[src/rtl/clause_formula_loader.sv]
// Writer side of the clause-setup protocol: streams host clause words into the
// proposer's clause register, latches the assignment, then enables reduction.
module clause_formula_loader #(
  parameter int MAXIMUM_BIT_WIDTH_OF_COEFFICIENT    = 4,
  parameter int MAXIMUM_BIT_WIDTH_OF_VARIABLE_INDEX = 1,
  parameter int MAX_BIT_WIDTH_OF_INTEGER_VARIABLE   = 4,
  parameter int MAX_BIT_WIDTH_OF_CLAUSES_INDEX      = 2,
  parameter int SETTLE_CYCLES                       = 2,
  localparam int VN  = 2 ** MAXIMUM_BIT_WIDTH_OF_VARIABLE_INDEX,
  localparam int CN  = 2 ** MAX_BIT_WIDTH_OF_CLAUSES_INDEX,
  localparam int CW  = (VN + 1) * MAXIMUM_BIT_WIDTH_OF_COEFFICIENT,
  localparam int AW  = VN * MAX_BIT_WIDTH_OF_INTEGER_VARIABLE,
  localparam int CIW = MAX_BIT_WIDTH_OF_CLAUSES_INDEX,
  localparam int NW  = MAX_BIT_WIDTH_OF_CLAUSES_INDEX + 1,
  localparam int IVW = MAX_BIT_WIDTH_OF_INTEGER_VARIABLE
) (
  input  logic           in_clk,
  input  logic           in_reset,
  input  logic           in_start,
  input  logic [NW-1:0]  in_num_clauses,
  input  logic [AW-1:0]  in_integer_assignment,
  input  logic [IVW-1:0] in_variable_index,
  input  logic           in_clause_valid,
  input  logic [CW-1:0]  in_clause_data,
  output logic           out_clause_ready,
  input  logic           in_stop,
  output logic [CW-1:0]  out_clause_coefficients_integer,
  output logic [CIW-1:0] out_clause_index,
  output logic           out_clause_write,
  output logic [AW-1:0]  out_integer_assignment_before_move,
  output logic [IVW-1:0] out_variable_to_be_unchanced_index,
  output logic [CN-1:0]  out_reduce_enable,
  output logic           out_busy,
  output logic           out_loaded,
  output logic           out_error
);

  localparam int SW = (SETTLE_CYCLES > 0) ? $clog2(SETTLE_CYCLES + 1) : 1;

  typedef enum logic [1:0] {S_IDLE, S_LOAD, S_SETTLE, S_ACTIVE} state_t;

  state_t         state_q;
  logic [NW-1:0]  num_q;
  logic [CIW-1:0] cnt_q;
  logic [SW-1:0]  settle_q;
  logic [CW-1:0]  coef_q;
  logic [CIW-1:0] idx_q;
  logic           wr_q;
  logic [AW-1:0]  asg_q;
  logic [IVW-1:0] var_q;
  logic [CN-1:0]  en_q;
  logic           busy_q;
  logic           loaded_q;
  logic           err_q;
  logic           start_ok_d;
  logic           last_xfer_d;

  function automatic logic [CN-1:0] low_mask(input logic [NW-1:0] n);
    logic [CN:0] m;
    m = ((CN + 1)'(1) << n) - (CN + 1)'(1);
    return m[CN-1:0];
  endfunction

  assign start_ok_d  = (in_num_clauses != '0) && (in_num_clauses <= NW'(CN));
  assign last_xfer_d = ({1'b0, cnt_q} == (num_q - NW'(1)));

  always_ff @(posedge in_clk) begin
    if (in_reset) begin
      state_q  <= S_IDLE;
      num_q    <= '0;
      cnt_q    <= '0;
      settle_q <= '0;
      coef_q   <= '0;
      idx_q    <= '0;
      wr_q     <= 1'b0;
      asg_q    <= '0;
      var_q    <= '0;
      en_q     <= '0;
      busy_q   <= 1'b0;
      loaded_q <= 1'b0;
      err_q    <= 1'b0;
    end else begin
      wr_q  <= 1'b0;
      err_q <= 1'b0;
      case (state_q)
        S_IDLE: begin
          if (in_start) begin
            if (start_ok_d) begin
              num_q   <= in_num_clauses;
              asg_q   <= in_integer_assignment;
              var_q   <= in_variable_index;
              cnt_q   <= '0;
              state_q <= S_LOAD;
              busy_q  <= 1'b1;
            end else begin
              err_q <= 1'b1;
            end
          end
        end
        // Stop wins over a same-edge transfer; clauses already written stay put.
        S_LOAD: begin
          if (in_stop) begin
            state_q <= S_IDLE;
            busy_q  <= 1'b0;
          end else if (in_clause_valid) begin
            coef_q <= in_clause_data;
            idx_q  <= cnt_q;
            wr_q   <= 1'b1;
            if (last_xfer_d) begin
              state_q  <= S_SETTLE;
              settle_q <= SW'(SETTLE_CYCLES);
            end else begin
              cnt_q <= cnt_q + CIW'(1);
            end
          end
        end
        S_SETTLE: begin
          if (in_stop) begin
            state_q <= S_IDLE;
            busy_q  <= 1'b0;
          end else if (settle_q == '0) begin
            state_q  <= S_ACTIVE;
            en_q     <= low_mask(num_q);
            loaded_q <= 1'b1;
          end else begin
            settle_q <= settle_q - SW'(1);
          end
        end
        S_ACTIVE: begin
          if (in_stop) begin
            state_q  <= S_IDLE;
            busy_q   <= 1'b0;
            en_q     <= '0;
            loaded_q <= 1'b0;
          end
        end
        default: state_q <= S_IDLE;
      endcase
    end
  end

  assign out_clause_ready                   = (state_q == S_LOAD);
  assign out_clause_coefficients_integer    = coef_q;
  assign out_clause_index                   = idx_q;
  assign out_clause_write                   = wr_q;
  assign out_integer_assignment_before_move = asg_q;
  assign out_variable_to_be_unchanced_index = var_q;
  assign out_reduce_enable                  = en_q;
  assign out_busy                           = busy_q;
  assign out_loaded                         = loaded_q;
  assign out_error                          = err_q;

endmodule
[config.mk]
export PLATFORM = sky130hd
export DESIGN_NAME = clause_formula_loader
export DESIGN_NICKNAME = d
export VERILOG_FILES = /design/src/rtl/clause_formula_loader.sv
export SDC_FILE = /design/constraint.sdc
export NUM_CORES = 1
export LEC_CHECK = 0
export BUFFER_PORTS_ARGS = -buffer_cell sky130_fd_sc_hd__buf_2
export CORE_MARGIN = 2
export CORE_UTILIZATION = 30
export DETAILED_ROUTE_END_ITERATION = 6
export PLACE_DENSITY = 0.62
export SLEW_MARGIN = 20
export SYNTH_ARGS = -nofsm -noshare
export SYNTH_HDL_FRONTEND = slang
export SYNTH_SLANG_ARGS = --single-unit
[constraint.sdc]
create_clock -name in_clk -period 1.9 [get_ports in_clk]
set_input_delay 0.19 -clock in_clk [delete_from_list [all_inputs] [get_ports in_clk]]
set_output_delay 0.19 -clock in_clk [all_outputs]
set_load 0.03 [all_outputs]
# --- After elaboration in Yosys (flattened, before gate mapping) ---
# Index checks and enable logic that the tools add are counted.
word_totals:
  reg_bits: 43
  in_bits: 32
  out_inout_bits: 35
  elab_cells: 90
classes:
  addsub: 4
  n_lt_le_gt_ge: 1
  eq_ne: 18
  n_shift: 1
  mux: 32
  bitwise: 4
  reduce_logical: 17
ops:
  columns: ["op", "n"]
  rows:
  - ["2-bit two-way mux", 16]
  - ["2-bit != test, second input constant", 9]
  - ["6-bit AND reduction", 3]
  - ["4-bit two-way mux", 3]
  - ["3-bit AND reduction", 3]
  - ["3-bit OR reduction", 3]
  - ["2-bit case mux with 2 select lines", 2]
  - ["2-bit case mux with 4 select lines", 1]
  - ["4-bit case mux with 2 select lines", 1]
  - ["1-bit two-way mux", 7]
  - ["2-bit nonzero test", 3]
  - ["2-bit == test, second input constant", 2]
  - ["2-bit zero test", 2]
  - ["2-bit by 1-bit != test with 1-bit output, second input constant", 2]
  - ["1-bit NOT", 4]
  - ["1-bit case mux with 2 select lines", 2]
  - ["4-bit AND reduction", 1]
  - ["1-bit by 3-bit << shifter with 4-bit output, first input constant", 1]
  - ["4-bit by 2-bit subtractor with 4-bit output, second input constant", 1]
  - ["2-bit by 3-bit == test with 1-bit output", 1]
  - ["3-bit <= comparator, second input constant", 1]
  - ["3-bit by 1-bit != test with 1-bit output, second input constant", 1]
  - ["3-bit by 2-bit != test with 1-bit output, second input constant", 1]
  - ["3-bit != test, second input constant", 1]
  - ["6 further kinds", 6]

# --- Logic depth before layout (Yosys ltp) ---
# Gate-level depths: netlist of run 1.
logic_depth:
  word_depth: 6
  mapped_depth: 7
  mapped_depth_nobuf: 7

# --- Worst setup path after synthesis of run 1 ---
# OpenSTA, ideal clock, no wires.
synth_timing:
  kind: "reg2reg"
  from: "register num_q[0]"
  to: "register cnt_q[1]"
  setup_ns: 0.074
  arrival_time_ns: 1.623
  required_time_ns: 1.826
  slack_ns: 0.202
  stages_incl_launch_ff: 7
  n_path_buf: 0
  synth_period_minus_slack_ns: 1.698
  cell_sequence: "dfxtp_1 inv_1 ha_1 xnor2_1 o31ai_2 or3b_1 a31oi_1"
synth_between:
  elab_chain_len: 4
synth_lines:
  columns: ["element", "line", "source"]
  rows:
  - ["start, declared", "43", "logic [NW-1:0] num_q;"]
  - ["start signal, assigned", "89", "num_q <= in_num_clauses;"]
  - ["3-bit by 1-bit subtractor with 3-bit output", "65", "assign last_xfer_d = ({1'b0, cnt_q} == (num_q - NW'(1)));"]
  - ["2-bit by 3-bit == test with 1-bit output", "65", null]
  - ["2-bit != test (no line)", null, null]
  - ["6-bit AND reduction (no line)", null, null]
  - ["end signal, assigned", "113", "cnt_q <= cnt_q + CIW'(1);"]
  - ["end, declared", "44", "logic [CIW-1:0] cnt_q;"]
# Every way passes these cells.
# A chain may end at the register's enable or synchronous reset.

# --- Worst setup path in the final report of run 1 ---
layout_timing:
  from: "register num_q[1]"
  to: "register cnt_q[1]"
# The elaborated chain is that of the path after synthesis.

==> flow_metrics.env, run 1 <==
export IMPL_status="completed"
export IMPL_cp_data_arrival_time_ns=1.97
export IMPL_synthesis_nets=242
export IMPL_firstDrtPassIters=4
export IMPL_ys_warn_count=0
export IMPL_hold_viol=0
export IMPL_vias_per_cell=4.56
export IMPL_wl_per_cell_um=11.2
export IMPL_seqCellArea_um2=861
export IMPL_diodes=0
export IMPL_synth_edf_count=0
export IMPL_r2r_start="num_q[1]"
export IMPL_slowest_stage="dfxtp_1"
export IMPL_intPower_uw=1300
export IMPL_swShare=0.269
export IMPL_hold_buffers=0
export IMPL_dpl_hpwl_mm=2.77
export IMPL_clock_tree_buffer_depth=2
export IMPL_clkPwrFrac=0.317
export IMPL_port_buffers=66
export IMPL_grt_max_degree=44
export IMPL_leakage_uw=0.00109
export IMPL_fin_crit_ns=1.76
export IMPL_clk_pin_slew_ns=0.08
export IMPL_fmax_mhz=569
export IMPL_start_util=0.311
export IMPL_tns_ns=0
export IMPL_postRouteAntennaNets=0
export IMPL_worstPathRequired_ns=2.12
export IMPL_tightest_slew_ns=0.782
export IMPL_syn_area_mm2=0.00184
export IMPL_layout_cells_non_filler=345
export IMPL_cp_max_fo=4
export IMPL_synth_ff_type="dfxtp_1"
export IMPL_power_density_mw_per_mm2=761
export IMPL_die_h_um=82.3
export IMPL_fill_cells=638
export IMPL_synth_area_per_cell_um2=9.07
export IMPL_io_pins=67
export IMPL_crit_path_start_kind="flop"
export IMPL_antenna_found_initial=0
export IMPL_synthCells=203
export IMPL_synth_top_area_cell="dfxtp_1"
export IMPL_r2r_end="cnt_q[1]"
export IMPL_htree_levels=2
export IMPL_r2r_setup_slack_ns=0.14
export IMPL_ys_seq_area_frac=0.468
export IMPL_finish_net_count=308
export IMPL_synth_cell_type_count=38
export IMPL_crit_type="reg -> reg"
export IMPL_peakVddDrop_v=0.000286
export IMPL_gp_congestion=0.745
export IMPL_setup_viol=0
export IMPL_cts_sinks=43
export IMPL_vias=1572
export IMPL_overflow=0
export IMPL_post_cts_setup_buffers=0
export IMPL_synth_most_common_cell="dfxtp_1"
export IMPL_slew_headroom=0.479
export IMPL_path_cells="inv_1 -> ha_1 -> xnor2_1 -> o31ai_2 -> or3b_1 -> a31oi_1"
export IMPL_yosys_top_cells_area="dfxtp_1 47%, mux2i_1 8.2%, nand2_1 6.5%"
export IMPL_drive_gt1_frac=0.304
export IMPL_synth_seq_cells=43
export IMPL_post_synth_top_area_fraction=0.468
export IMPL_whs_path_depth=3
export IMPL_min_to="out_integer_assignment_before_move[7]"
export IMPL_rsz0062_at_grt="false"
export IMPL_finalClockSkew_ns=0.00570
export IMPL_cts_root_buf="clkbuf_8"
export IMPL_wirelength_mm=3.87
export IMPL_slew_viol_final=0
export IMPL_placed_cells=337
export IMPL_grt_pass1_wl_mm=6.11
export IMPL_grt_pass1_vias=1386
export IMPL_rr_worst_depth=6
export IMPL_track_usage=0.121
export IMPL_hp_start="in_integer_assignment[7]"
export IMPL_cts_resized=0
export IMPL_hold_path_class="in -> reg"
export IMPL_drt_iter0_markers=86
export IMPL_p_seq_frac=0.533
export IMPL_async_flop_share=0
export IMPL_core_area_mm2=0.00592
export IMPL_period_share=0.925
export IMPL_rows=28
export IMPL_die_area_mm2=0.00678
export IMPL_synthTopCellsByCount="43 x dfxtp_1, 32 x nand2_1, 22 x nor2_1"
export IMPL_critPathCaptureType="flop"
export IMPL_insertion_delay_ns=0.29
export IMPL_syn2layout_area_growth_pct=26.7
export IMPL_slowest_delay_ns=0.38
export IMPL_drc=0
export IMPL_multi_input_area_um2=901
export IMPL_p_switching_uw=477
export IMPL_comb_power_share=0.150
export IMPL_tritoncts="yes"
export IMPL_die_x_um=82.3
export IMPL_cts_buffers_inserted=5
export IMPL_max_cap_viol_count=0
==> routing by layer <==
metal | GRT usage | wire, µm | vias to the layer above
li1 | - | - | 816
met1 | 0.138 | 1740 | 707
met2 | 0.202 | 1840 | 45
met3 | 0.0522 | 252 | 4
met4 | 0.0400 | 36 | 0
met5 | 0 | 0 | -
==> metrics by stage <==
step	total power [µW]	hold slack [ns]	instance area, µm²	worst slack (ns)	util
finish	1780	0.122	2330	0.142	0.394
global route	1890	0.116	2330	0.00337	0.394
CTS	1820	0.111	2330	0.126	0.394
detailed placement	1240	0.430	2250	0.152	0.380
global placement	1240	0.420	2250	0.195	0.380
floorplan	1150	0.326	1840	0.202	-
==> cell families (layout without fill, tap and decap cells) <==
| group | after synthesis | after routing | synth area share |
|---|---|---|---|
| buffers and inverters | 16 | 83 | 0.0428 |
| and+or+nand+nor | 81 | 81 | 0.211 |
| AOI/OAI and AO/OA | 36 | 36 | 0.121 |
| muxes | 15 | 15 | 0.0816 |
| adders and majority gates | 7 | 7 | 0.0476 |
| DFF | 43 | 43 | 0.468 |
| xor gates and xnor gates | 5 | 5 | 0.0279 |
==> worst max-delay path by stage <==
stage	from	end	slack, ns	cells past startpoint
5_1_grt	num_q[1]	cnt_q[1]	0.003	6
3_5_place_dp	num_q[1]	cnt_q[1]	0.15	6
6_report	num_q[1]	cnt_q[1]	0.14	6
4_1_cts	num_q[1]	cnt_q[1]	0.13	6
2_1_floorplan	num_q[0]	cnt_q[1]	0.20	6
3_3_place_gp	num_q[1]	cnt_q[1]	0.20	6
==> cell usage in the layout (no fill, tap or decap), types with 3 or more instances in the layout <==
cell and n:
buf_2 66, dfxtp_1 43, nand2_1 32, nor2_1 22, a21oi_1 20, mux2i_1 15
ha_1 7, o21ai_0 5, clkbuf_8 5, inv_1 4, nand2b_1 4, nor2b_1 4
buf_4 4, xnor2_1 3, nor3b_1 3, nor3_1 3
==> area by class of cell <==
| type | instances | area share |
|---|---|---|
| tap | 75 | 0.0402 |
| clock buffer | 7 | 0.0327 |
| multi-input combinational | 144 | 0.386 |
| inverter | 4 | 0.00644 |
| timing repair buffer | 71 | 0.163 |
| sequential | 43 | 0.369 |
| clock inverter | 1 | 0.00215 |
==> power by group through the flow <==
stage	Combinational, µW	Sequential [µW]	Clock (µW)
floorplan	138	1010	0
global placement	269	967	0
detailed placement	272	968	0
CTS	272	947	601
global route	295	951	643
finish	267	946	562
==> sequential cells by signal, summed over array words and instances, names as in the netlist <==
signal and count:
settle_q 2, out_clause_coefficients_integer 12, cnt_q 2, num_q 3
out_loaded 1, out_variable_to_be_unchanced_index 4, state_q 2, out_clause_write 1
out_reduce_enable 4, out_error 1, out_integer_assignment_before_move 8, out_clause_index 2
out_busy 1
==> worst max-delay path: cells and delay by family (launching register included) <==
kind | cells | cell delay, ns
and+or+nand+nor | 1 | 0.36
xor gates and xnor gates | 1 | 0.26
AOI/OAI and AO/OA | 2 | 0.30
buffers and inverters | 1 | 0.09
adders and majority gates | 1 | 0.29
DFF | 1 | 0.38
Note: power is estimated with default switching activity, not from simulation.
==> inputs of run 2 (changes only) <==
--- a/config.mk
+++ b/config.mk
@@ -10,6 +10,7 @@
 export CORE_UTILIZATION = 30
 export DETAILED_ROUTE_END_ITERATION = 6
 export PLACE_DENSITY = 0.62
+export REMOVE_ABC_BUFFERS = 1
 export SLEW_MARGIN = 20
 export SYNTH_ARGS = -nofsm -noshare
 export SYNTH_HDL_FRONTEND = slang
==> run 2 against run 1 <==
  * Core utilization hardly changed
  * Non-clock buffer count rose by 2
  * Largest cell class unchanged
  * Critical path depth did not move
  * Die area did not move
==> flow_metrics.env, run 2 (synthesized netlist as in run 1, its figures left out) <==
export IMPL_worstPathRequired_ns=2.12
export IMPL_rows=28
export IMPL_wirelength_mm=3.93
export IMPL_status="completed"
export IMPL_track_usage=0.123
export IMPL_antenna_found_initial=0
export IMPL_core_area_mm2=0.00592
export IMPL_tns_ns=0
export IMPL_power_density_mw_per_mm2=758
export IMPL_port_buffers=66
export IMPL_drive_gt1_frac=0.309
export IMPL_post_cts_setup_buffers=0
export IMPL_dpl_hpwl_mm=2.86
export IMPL_cp_data_arrival_time_ns=1.96
export IMPL_hold_path_class="in -> reg"
export IMPL_insertion_delay_ns=0.29
export IMPL_die_h_um=82.3
export IMPL_max_cap_viol_count=0
export IMPL_hold_buffers=0
export IMPL_cp_max_fo=4
export IMPL_hp_start="in_variable_index[2]"
export IMPL_drc=0
export IMPL_slew_headroom=0.666
export IMPL_start_util=0.311
export IMPL_diodes=0
export IMPL_critical_path_top_delay_family="flip-flops"
export IMPL_syn2layout_area_growth_pct=26.9
export IMPL_finish_net_count=310
export IMPL_rsz0062_at_grt="false"
export IMPL_slew_viol_final=0
export IMPL_finalClockSkew_ns=0.00374
export IMPL_tritoncts="yes"
export IMPL_cts_resized=0
export IMPL_io_pins=67
export IMPL_hold_viol=0
export IMPL_firstDrtPassIters=4
export IMPL_leakage_uw=0.00109
export IMPL_crit_type="reg -> reg"
export IMPL_critPathCaptureType="flop"
export IMPL_grt_max_degree=18
export IMPL_wl_per_cell_um=11.3
export IMPL_period_share=0.917
export IMPL_tightest_slew_ns=0.495
export IMPL_path_cells="inv_1 -> ha_1 -> xnor2_1 -> o31ai_2 -> or3b_1 -> a31oi_1"
export IMPL_clk_pin_slew_ns=0.08
export IMPL_r2r_start="num_q[1]"
export IMPL_setup_viol=0
export IMPL_htree_levels=2
export IMPL_overflow=0
export IMPL_slowest_delay_ns=0.37
export IMPL_startpoint="num_q[1]"
export IMPL_slowest_stage="dfxtp_1"
export IMPL_cts_sinks=43
export IMPL_fin_ws_ns=0.158
export IMPL_grt_pass1_wl_mm=6.35
export IMPL_cp_num_buf_inv=1
export IMPL_grt_pass1_vias=1411
export IMPL_final_cell_mix="66 x buf_2, 43 x dfxtp_1, 32 x nand2_1, 22 x nor2_1, 20 x a21oi_1"
export IMPL_cts_buffers_inserted=5
export IMPL_vias=1578
export IMPL_place_ws_ns=0.153
export IMPL_gp_congestion=0.739
export IMPL_clock_tree_buffer_depth=2
export IMPL_largest_reg_flops=12
export IMPL_vias_per_cell=4.55
export IMPL_die_area_mm2=0.00678
export IMPL_postRouteAntennaNets=0
export IMPL_cts_root_buf="clkbuf_8"
export IMPL_fin_crit_ns=1.74
export IMPL_crit_path_start_kind="flop"
export IMPL_die_x_um=82.3
export IMPL_drt_iter0_markers=58
export IMPL_layout_commonest_cell="buf_2"
export IMPL_fmax_mhz=574
export IMPL_peakVddDrop_v=0.000348
[run 2: changes by cell type in the layout (fill, tap and decap cells not counted), sizes merged]
cell  delta
buf      +2
[run 2: final cells by class]
class / instances / area [µm²]
sequential: 43 / 861
timing repair buffer: 73 / 383
clock buffer: 7 / 76.3
multi-input combinational: 144 / 901
inverter: 4 / 15.0
clock inverter: 1 / 5.00
tap: 75 / 93.8
fill: 622 / 3590
[run 2: per-layer routing]
layer	global-route usage	vias to the layer above	part of all wire
li1	-	822	-
met1	0.155	715	0.46
met2	0.193	39	0.46
met3	0.0467	2	0.068
met4	0.0400	0	0.0046
met5	0	-	0
[run 2: power by group]
group          switching (µW)  total [µW]  internal [µW]
Clock                     297         556            258
Sequential               20.0         950            930
Combinational             155         263            108
[run 2: final timing paths]
path	end	depth (start not counted)	slack (ns)
worst max register to register	cnt_q[1]	6	0.16
worst max-delay path	cnt_q[1]	6	0.16
worst min register to register	out_clause_index[1]	2	0.45
worst min-delay path	out_variable_to_be_unchanced_index[2]	3	0.13
[run 2: worst min-delay path: stages]
cell	delay, ns
buf_2	0.07
mux2i_1	0.05
nor2_1	0.07
[run 2: stage by stage]
| step | total power, µW | area, µm² | cells | utilization | hold WS [ns] |
|---|---|---|---|---|---|
| finish | 1770 | 2330 | 347 | 0.394 | 0.130 |
| global route | 1880 | 2330 | 347 | 0.394 | 0.121 |
| CTS | 1810 | 2330 | 347 | 0.394 | 0.114 |
| detailed placement | 1240 | 2250 | 339 | 0.381 | 0.431 |
| global placement | 1240 | 2250 | 339 | 0.381 | 0.419 |
| floorplan | 1130 | 1780 | 191 | - | 0.259 |
==> inputs of run 3 (changes only) <==
--- a/config.mk
+++ b/config.mk
@@ -6,6 +6,7 @@
 export NUM_CORES = 1
 export LEC_CHECK = 0
 export BUFFER_PORTS_ARGS = -buffer_cell sky130_fd_sc_hd__buf_2
+export CAP_MARGIN = 20
 export CORE_MARGIN = 2
 export CORE_UTILIZATION = 30
 export DETAILED_ROUTE_END_ITERATION = 6
==> constraint.sdc (replaced) <==
create_clock -name in_clk -period 1.7 [get_ports in_clk]
set_input_delay 0.17 -clock in_clk [delete_from_list [all_inputs] [get_ports in_clk]]
set_output_delay 0.17 -clock in_clk [all_outputs]
set_load 0.03 [all_outputs]
==> run 3 against run 2 <==
  * Combinational power up 27%
  * Flip-flop and latch count unchanged
  * Routed wire length up 3.3%
  * Fmax up 9.1%
  * Sequential share of layout area down 1.7 points
  * Power up 16%
  * Clock-buffer cell count down 1
  * Via count up 0.95%
  * First-iteration DRC count up 28%
  * Clock power up 19%
  * Die area unchanged
  * Critical endpoint is now state_q[0]
  * Highest routed layer unchanged
==> flow_metrics.env, run 3 (synthesized netlist as in run 1, its figures left out) <==
export IMPL_p_switching_uw=550
export IMPL_fmax_mhz=627
export IMPL_port_buffers=66
export IMPL_diodes=0
export IMPL_comb_power_share=0.163
export IMPL_cp_max_fo=3
export IMPL_drt_iter0_markers=74
export IMPL_largest_reg_flops=12
export IMPL_overflow=0
export IMPL_status="completed"
export IMPL_io_pins=67
export IMPL_placed_cells=342
export IMPL_intPower_uw=1510
export IMPL_fill_cells=633
export IMPL_wl_per_cell_um=11.6
export IMPL_crit_path_start_kind="flop"
export IMPL_whs_path_depth=3
export IMPL_clock_tree_buffer_depth=2
export IMPL_crit_type="reg -> reg"
export IMPL_slew_viol_final=0
export IMPL_final_cell_mix="66 x buf_2, 42 x dfxtp_1, 32 x nand2_1, 22 x nor2_1, 20 x a21oi_1"
export IMPL_cp_data_arrival_time_ns=1.77
export IMPL_drive_gt1_frac=0.345
export IMPL_fin_crit_ns=1.60
export IMPL_grt_pass1_vias=1438
export IMPL_critPathCaptureType="flop"
export IMPL_slew_headroom=0.642
export IMPL_cts_root_buf="clkbuf_8"
export IMPL_wirelength_mm=4.06
export IMPL_place_ws_ns=0.0138
export IMPL_hold_buffers=0
export IMPL_layout_commonest_cell="buf_2"
export IMPL_hold_viol=0
export IMPL_core_area_mm2=0.00592
export IMPL_htree_levels=2
export IMPL_fin_ws_ns=0.104
export IMPL_vias=1593
export IMPL_antenna_found_initial=0
export IMPL_postLayoutCellArea_mm2=0.00245
export IMPL_clk_pin_slew_ns=0.08
export IMPL_postRouteAntennaNets=0
export IMPL_die_h_um=82.3
export IMPL_peakVddDrop_v=0.000501
export IMPL_p_seq_frac=0.517
export IMPL_cts_sinks=43
export IMPL_start_util=0.311
export IMPL_track_usage=0.124
export IMPL_grt_max_degree=30
export IMPL_drc=0
export IMPL_rr_worst_depth=6
export IMPL_grt_pass1_wl_mm=6.40
export IMPL_power_density_mw_per_mm2=839
export IMPL_dpl_hpwl_mm=2.82
export IMPL_gp_congestion=0.756
export IMPL_clkPwrFrac=0.321
export IMPL_tritoncts="yes"
export IMPL_tightest_slew_ns=0.536
export IMPL_rows=28
export IMPL_die_x_um=82.3
export IMPL_firstDrtPassIters=4
export IMPL_finalClockSkew_ns=0.00595
export IMPL_syn2layout_area_growth_pct=33.0
export IMPL_layout_cells_non_filler=350
export IMPL_vias_per_cell=4.55
export IMPL_swShare=0.268
export IMPL_period_share=0.939
export IMPL_cts_buffers_inserted=5
export IMPL_leakage_uw=0.00113
export IMPL_placed_cell_area_mm2=0.00229
export IMPL_die_area_mm2=0.00678
export IMPL_max_cap_viol_count=0
export IMPL_finish_net_count=314
export IMPL_worstPathRequired_ns=1.88
export IMPL_insertion_delay_ns=0.29
export IMPL_hold_path_class="in -> reg"
export IMPL_setup_viol=0
==> run 3: changes by cell type in the layout (fill, tap and decap cells not counted), sizes merged <==
| cell | delta |
|---|---|
| buf | +4 |
| clkbuf | -1 |
==> run 3: power groups by stage <==
stage	clock (µW)	sequential, µW	combinational (µW)
after floorplan	0	1140	126
after global placement	0	1080	305
after detailed placement	0	1080	307
after CTS	695	1060	311
after global routing	726	1070	367
final	659	1060	335
==> run 3: critical path, cell delays in order (launching register included) <==
cell	delay [ns]
dfxtp_1	0.35
inv_2	0.07
ha_4	0.24
xnor2_4	0.22
buf_4	0.14
nor3_1	0.06
a2111oi_0	0.40
==> run 3: what timing repair did <==
action / CTS / global route
setup endpoints to repair: 1 / 3
pin swaps: 0 / 4
buffers inserted: 0 / 1
resized for setup: 1 / 10
==> run 3: per-stage QoR <==
step                 util  power, µW  hold WS [ns]  TNS (ns)
floorplan               -       1260         0.239    -0.250
global placement    0.387       1390         0.400         0
detailed placement  0.387       1390         0.409         0
CTS                 0.403       2070        0.0906         0
global route        0.414       2160        0.0965  -0.00269
finish              0.414       2060        0.0969         0
==> run 3: worst paths after layout <==
path | start | to | slack [ns]
worst max register to register | num_q[1] | state_q[0] | 0.10
worst min-delay path | in_integer_assignment[0] | out_integer_assignment_before_move[0] | 0.1
worst max-delay path | num_q[1] | state_q[0] | 0.10
worst min register to register | out_clause_coefficients_integer[4] | out_clause_coefficients_integer[4] | 0.45
==> run 3: layer usage <==
metal	routed length, µm	GRT usage
met1	1820	0.156
met2	1920	0.198
met3	268	0.0402
met4	59	0.0450
met5	0	0
==> run 3: cell type report <==
| class | count | area [µm²] | share of cell area |
|---|---|---|---|
| inverter | 4 | 15.0 | 0.00613 |
| multi-input combinational | 144 | 965 | 0.394 |
| clock buffer | 6 | 82.6 | 0.0337 |
| timing repair buffer | 77 | 425 | 0.174 |
| tap | 75 | 93.8 | 0.0383 |
| clock inverter | 1 | 5.00 | 0.00204 |
| sequential | 43 | 862 | 0.352 |
